<file path="src/rtl/bls_option_feeder.sv">
// Option parameter feeder for the Black-Scholes lanes: streams NUM_FIELDS-word records
// from the parameter RAM into per-lane holding registers under a round-robin grant.
module bls_option_feeder #(
  parameter int BSMODS     = 1,
  parameter int DATA_W     = 32,
  parameter int NUM_FIELDS = 5,
  parameter int CNT_W      = 10,
  parameter int MEM_AW     = 13
) (
  input  logic                                clock,
  input  logic                                reset,
  input  logic                                startBatch,
  input  logic [CNT_W-1:0]                    numOptions,
  input  logic [BSMODS-1:0]                   SERVE_REG,
  input  logic [BSMODS-1:0]                   BS_START,
  input  logic [DATA_W-1:0]                   mem_rdata,
  output logic                                mem_en,
  output logic [MEM_AW-1:0]                   mem_addr,
  output logic [BSMODS-1:0]                   hasUnusedData,
  output logic                                OutOfData,
  output logic [BSMODS*NUM_FIELDS*DATA_W-1:0] opt_data,
  output logic [BSMODS*CNT_W-1:0]             opt_index
);

  localparam int LANE_W = (BSMODS > 1) ? $clog2(BSMODS) : 1;
  localparam int FLD_W  = $clog2(NUM_FIELDS + 1);
  localparam logic [FLD_W-1:0] LAST_FLD = FLD_W'(NUM_FIELDS);

  typedef enum logic [1:0] {
    IDLE    = 2'd0,
    ARB     = 2'd1,
    FETCH   = 2'd2,
    DRAINED = 2'd3
  } state_t;

  state_t                           state_r, state_s;
  logic [FLD_W-1:0]                 fcnt_r, fcnt_s;
  logic [CNT_W-1:0]                 count_r, ptr_r;
  logic [MEM_AW-1:0]                base_r;
  logic [LANE_W-1:0]                rr_r, grant_r, pick_s, rr_s;
  logic [BSMODS-1:0]                elig_s, rot_s, set_s;
  logic                             found_s;
  logic                             start_s, grant_s, drain_s, finish_s;
  logic                             mem_en_s;
  logic [MEM_AW-1:0]                mem_addr_s;
  logic                             mem_en_r;
  logic [MEM_AW-1:0]                mem_addr_r;
  logic [BSMODS-1:0]                unused_r;
  logic                             ood_r;
  logic [BSMODS*NUM_FIELDS*DATA_W-1:0] data_r;
  logic [BSMODS*CNT_W-1:0]          index_r;

  // Round-robin pick: rotate the eligible mask so bit 0 is the rr pointer, take the first hit.
  always_comb begin
    elig_s  = SERVE_REG & ~unused_r;
    rot_s   = BSMODS'({elig_s, elig_s} >> rr_r);
    found_s = 1'b0;
    pick_s  = '0;
    for (int i = 0; i < BSMODS; i++) begin
      pick_s  = (!found_s && rot_s[i]) ? LANE_W'((int'(rr_r) + i) % BSMODS) : pick_s;
      found_s = found_s | rot_s[i];
    end
    rr_s = (pick_s == LANE_W'(BSMODS - 1)) ? '0 : pick_s + LANE_W'(1);
  end

  // Next-state decode plus the RAM request for the coming cycle.
  always_comb begin
    state_s  = state_r;
    fcnt_s   = fcnt_r;
    start_s  = 1'b0;
    grant_s  = 1'b0;
    drain_s  = 1'b0;
    finish_s = 1'b0;
    case (state_r)
      IDLE, DRAINED: begin
        if (startBatch) begin
          start_s = 1'b1;
          state_s = ARB;
          fcnt_s  = '0;
        end else begin
          state_s = state_r;
        end
      end
      ARB: begin
        if (ptr_r == count_r) begin
          drain_s = 1'b1;
          state_s = DRAINED;
        end else if (found_s) begin
          grant_s = 1'b1;
          state_s = FETCH;
          fcnt_s  = '0;
        end else begin
          state_s = ARB;
        end
      end
      FETCH: begin
        if (fcnt_r == LAST_FLD) begin
          finish_s = 1'b1;
          state_s  = ARB;
          fcnt_s   = '0;
        end else begin
          fcnt_s = fcnt_r + FLD_W'(1);
        end
      end
      default: begin
        state_s = IDLE;
        fcnt_s  = '0;
      end
    endcase
    // base_r only moves on the finishing edge, when no read is being requested.
    mem_en_s   = (state_s == FETCH) && (fcnt_s < LAST_FLD);
    mem_addr_s = mem_en_s ? (base_r + MEM_AW'(fcnt_s)) : '0;
    set_s      = finish_s ? (BSMODS'(1) << grant_r) : '0;
  end

  // FSM state and field counter.
  always_ff @(posedge clock) begin
    if (reset) begin
      state_r <= IDLE;
      fcnt_r  <= '0;
    end else begin
      state_r <= state_s;
      fcnt_r  <= fcnt_s;
    end
  end

  // Batch bookkeeping, RAM port, lane flags and lane holding registers.
  always_ff @(posedge clock) begin
    if (reset) begin
      count_r    <= '0;
      ptr_r      <= '0;
      base_r     <= '0;
      rr_r       <= '0;
      grant_r    <= '0;
      mem_en_r   <= 1'b0;
      mem_addr_r <= '0;
      unused_r   <= '0;
      ood_r      <= 1'b0;
      data_r     <= '0;
      index_r    <= '0;
    end else begin
      mem_en_r   <= mem_en_s;
      mem_addr_r <= mem_addr_s;
      if (start_s) begin
        count_r <= numOptions;
        ptr_r   <= '0;
        base_r  <= '0;
        ood_r   <= 1'b0;
      end
      if (drain_s) begin
        ood_r <= 1'b1;
      end
      if (grant_s) begin
        grant_r <= pick_s;
        rr_r    <= rr_s;
      end
      if (finish_s) begin
        ptr_r  <= ptr_r + CNT_W'(1);
        base_r <= base_r + MEM_AW'(NUM_FIELDS);
      end
      // A consume strobe in the same cycle as a load beats the load.
      unused_r <= (unused_r | set_s) & ~BS_START;
      for (int l = 0; l < BSMODS; l++) begin
        for (int f = 0; f < NUM_FIELDS; f++) begin
          if (state_r == FETCH && grant_r == LANE_W'(l) && fcnt_r == FLD_W'(f + 1)) begin
            data_r[(l*NUM_FIELDS+f)*DATA_W +: DATA_W] <= mem_rdata;
          end
        end
        if (finish_s && grant_r == LANE_W'(l)) begin
          index_r[l*CNT_W +: CNT_W] <= ptr_r;
        end
      end
    end
  end

  assign mem_en        = mem_en_r;
  assign mem_addr      = mem_addr_r;
  assign hasUnusedData = unused_r;
  assign OutOfData     = ood_r;
  assign opt_data      = data_r;
  assign opt_index     = index_r;

endmodule
</file>
<file path="config.mk">
export PLATFORM = sky130hd
export DESIGN_NAME = bls_option_feeder
export DESIGN_NICKNAME = d
export VERILOG_FILES = /design/src/rtl/bls_option_feeder.sv
export SDC_FILE = /design/constraint.sdc
export NUM_CORES = 1
export LEC_CHECK = 0
export ABC_AREA = 1
export CAP_MARGIN = 0
export CORE_AREA = 2 2 195 197
export DETAILED_ROUTE_END_ITERATION = 6
export DIE_AREA = 0 0 197 199
export GPL_TIMING_DRIVEN = 1
export MAX_ROUTING_LAYER = met4
export SETUP_SLACK_MARGIN = 0.1
export SLEW_MARGIN = 20
export SYNTH_ARGS = -nofsm -noshare
export SYNTH_HDL_FRONTEND = slang
export SYNTH_SLANG_ARGS = --single-unit
export TNS_END_PERCENT = 20
</file>
<file path="constraint.sdc">
create_clock -name clock -period 6 [get_ports clock]
set_input_delay 0.9 -clock clock [delete_from_list [all_inputs] [get_ports clock]]
set_output_delay 0.9 -clock clock [all_outputs]
set_load 0.05 [all_outputs]
</file>
==> out/summary.txt <==
OUTCOME
------------------------------------------------------------------------------------------------------
Run status                                                                                complete, no violations

FLOORPLANNING
------------------------------------------------------------------------------------------------------
Chip height                                                                                     199 um
Total number of placement rows                                                                      71
Number of top-level pins                                                                           233
Initial Util                                                                                     22.8%
Core area                                                                                    37100 um2
Die extent in x                                                                                 197 um
Area enclosed by the die boundary                                                            39200 um2

DRT
------------------------------------------------------------------------------------------------------
Final wirelength                                                                              28400 um
1st-iter DRT viols                                                                                 448
DR vias                                                                                           7928
Number of iterations in the first detailed-routing pass                                              4
DR WL/cell                                                                                     15.7 um
DRC viols                                                                                            0
Antenna-violating nets left                                                                          0
Per-cell via count in the routed design                                                           4.38

FINISH
------------------------------------------------------------------------------------------------------
Final Core Density                                                                               32.5%
Layout cells sized above 1                                                                       5.84%
Final net count                                                                                   1372
Ant diodes                                                                                           0
Layout overhead on the synthesized area                                                          42.5%
Commonest cells after routing, fill and taps aside                                        sky130_fd_sc_hd__nor2_1 (363), sky130_fd_sc_hd__clkdlybuf4s50_1 (232), sky130_fd_sc_hd__dfxtp_1 (224), sky130_fd_sc_hd__o21ai_0 (188), sky130_fd_sc_hd__nand2_1 (73)
Non-filler cells in the finished layout                                                           1810
Most common cell after layout, fill and taps aside                                        sky130_fd_sc_hd__nor2_1
Filler Cell Count                                                                                 3918

SETUP PATH
------------------------------------------------------------------------------------------------------
Worst Path Max Fanout                                                                               20
Kind of critical path                                                                           in2reg
Critical Path End Type                                                                       flip-flop
Critical path data arrival time                                                                4.00 ns
Startpoint types                                                                          primary input
Register-to-register setup slack                                                               2.43 ns
Reg-to-reg critical path startpoint                                                         state_r[0]
Reg2Reg Depth                                                                                       17
Endpoint of the lowest-slack register-to-register path                                    mem_addr[10]
Data required time at the worst endpoint                                                       6.43 ns

TIMING
------------------------------------------------------------------------------------------------------
Setup WS post-layout                                                                           2.43 ns
RSZ-0062 raised after global routing                                                             false
Tightest Pin Transition                                                                        1.00 ns
Final hold viol count                                                                                0
Final setup skew                                                                             0.0150 ns
Aggregate negative setup slack                                                                    0 ns
Headroom to the max-slew limit                                                                   33.3%
Tmin final                                                                                     3.57 ns
Share of the clock period used by the worst path after layout                                    59.6%
Final setup violation count                                                                          0
Maximum clock frequency                                                                        280 MHz
Final Max Tran Viols                                                                                 0

CTS
------------------------------------------------------------------------------------------------------
Cts hold-fix bufs                                                                                    0
Clock transition at the register clock pins on the worst setup and hold paths after CTS        0.06 ns
CTS root buf                                                                              sky130_fd_sc_hd__clkbuf_16
CTS H-tree lvls                                                                                      1
Max Root-Sink Buffers                                                                                3
Total clock buffers created by CTS                                                                  27
Clock latency of the later-clocked register in the worst-skew pair                             0.56 ns
Number of clock sinks seen by CTS                                                                  224
CTS tree                                                                                           yes
Post-CTS setup buffer count                                                                          0
PostCTS Resize Cnt                                                                                   0

SYNTH
------------------------------------------------------------------------------------------------------
Simple-Gate Fraction of Synth Area                                                               22.3%
Dominant combinational cell family by area after synthesis                                simple AND/OR/NAND/NOR gates
Number of standard cells after synthesis                                                          1104
Syn_area_per_cell                                                                             7.66 um2
Post-Syn Nets                                                                                     1160
Xor/xnor share of the synthesized area                                                           1.45%
Compound-Gate Fraction of Synth Area                                                             15.6%
Multiplexer area fraction after synthesis                                                           0%
Register bit count reported by yosys                                                               224
Part of the Yosys area used for sequential elements                                              53.0%
Synth unique cells                                                                                  35
Post-synthesis share of cell area spent on full adders, half adders and majority gates           1.42%
Number of warnings reported in the yosys synthesis log                                               0
Area of the mapped netlist                                                                    8460 um2

WORST HOLD PATH
------------------------------------------------------------------------------------------------------
Cell depth of the worst hold path                                                                    2
Hold Path Origin                                                                            count_r[6]
Class of the tightest hold or removal check                                                    reg2reg
Worst min-delay path endpoint                                                               count_r[6]

POWER
------------------------------------------------------------------------------------------------------
Overall power of the completed layout                                                          3690 uW
PD cells                                                                                    306 nW/um2
Leakage                                                                                     0.00448 uW
Worst ir drop on vdd                                                                          0.238 mV

GRT
------------------------------------------------------------------------------------------------------
Via count of the first global-routing pass                                                        7703
Initial antenna violation count                                                                      0
Wire length of the first global-routing pass                                                  43500 um
Congestion Overflow GR                                                                               0
Maximum number of pins on one net before global-route repair                                       114
Global router's overall resource usage                                                           14.6%

PLACE
------------------------------------------------------------------------------------------------------
HPWL after detailed placement                                                                 18800 um
Cell count after placement                                                                        1761
Post-place setup slack                                                                         1.85 ns
# port buffers                                                                                     232
Routability congestion estimate from global placement                                            0.819

FLOW RUN
------------------------------------------------------------------------------------------------------
Max capacitance violation total                                                                      0

[worst max path at each step]
stage	to	slack, ns	start
after global placement	mem_addr[10]	1.89	startBatch
after global routing	mem_addr[10]	2.05	state_r[0]
after floorplan	mem_addr[10]	3.23	startBatch
after detailed placement	mem_addr[10]	1.85	startBatch
after CTS	mem_addr[10]	2.40	state_r[0]
final	mem_addr[10]	2.43	startBatch
[worst max-delay path: stages]
cell,delay [ns]
sky130_fd_sc_hd__clkdlybuf4s50_1,0.46
sky130_fd_sc_hd__nand2_1,0.49
sky130_fd_sc_hd__inv_1,0.27
sky130_fd_sc_hd__nor2_1,0.16
sky130_fd_sc_hd__o21ai_1,0.11
sky130_fd_sc_hd__inv_1,0.07
sky130_fd_sc_hd__ha_1,0.15
sky130_fd_sc_hd__inv_1,0.06
sky130_fd_sc_hd__fa_1,0.39
sky130_fd_sc_hd__o21ai_1,0.24
sky130_fd_sc_hd__nand3_1,0.15
sky130_fd_sc_hd__nor2_1,0.21
sky130_fd_sc_hd__nand2_1,0.09
sky130_fd_sc_hd__xor2_1,0.15
sky130_fd_sc_hd__inv_1,0.06
sky130_fd_sc_hd__nor2_2,0.03
[Yosys cell counts, drive strengths merged]
library cell / instances / share of area (%)
nor3: 7 / 0.47
xor2: 9 / 0.93
clkbuf: 47 / 2.1
buf: 15 / 1.2
nand3: 17 / 1.1
nand4: 2 / 0.15
dfxtp: 224 / 53
o2111ai: 1 / 0.10
ha: 8 / 1.2
xnor2: 5 / 0.52
o22ai: 2 / 0.15
o211ai: 2 / 0.18
o21ai: 190 / 11
o41ai: 1 / 0.10
fa: 1 / 0.24
o21a: 3 / 0.27
a221oi: 1 / 0.10
a21oi: 41 / 2.5
nor2: 376 / 17
a31oi: 1 / 0.074
nand2: 77 / 3.5
a211oi: 10 / 0.89
inv: 64 / 2.8
[state kept, by name, summed over array words and instances (netlist names)]
| register | count |
|---|---|
| hasUnusedData | 1 |
| count_r | 10 |
| fcnt_r | 3 |
| ptr_r | 10 |
| base_r | 13 |
| mem_addr | 13 |
| opt_index | 10 |
| mem_en | 1 |
| opt_data | 160 |
| OutOfData | 1 |
| state_r | 2 |
[power breakdown]
group / switching, uW / total (uW) / internal (uW)
clock network: 661 / 1580 / 921
logic: 359 / 527 / 169
registers: 37.6 / 1580 / 1540
[kinds of logic after synthesis]
group / count (synthesis)
AO/OA/AOI/OAI: 252
XOR/XNOR: 14
adder cells (fa/ha/maj): 9
buffers and inverters: 126
flip-flops: 224
AND/OR/NAND/NOR: 479
[per-stage QoR]
stage / instance area, um2 / hold WS (ns)
after floorplan: 8460 / 0.444
after global routing: 12100 / 0.496
after CTS: 12100 / 0.472
after global placement: 11200 / 0.457
final: 12100 / 0.469
after detailed placement: 11200 / 0.465
[layout make-up]
cell class	instances	area, um2	area share (%)
multi-input cells	754	3460	28.7
clock buffers	40	754	6.26
clock inverters	9	98.8	0.820
repair buffers	245	2420	20.1
flip-flops and latches	224	4480	37.2
well taps	474	593	4.92
inverters	64	243	2.01
[metal layers]
metal | global-route usage, % | part of all wire, %
met5 | - | 0
met3 | 4.07 | 7.2
met2 | 23.9 | 46
met4 | 3.79 | 2.1
met1 | 17.6 | 44
No activity file was read; power rests on OpenSTA's default activity.
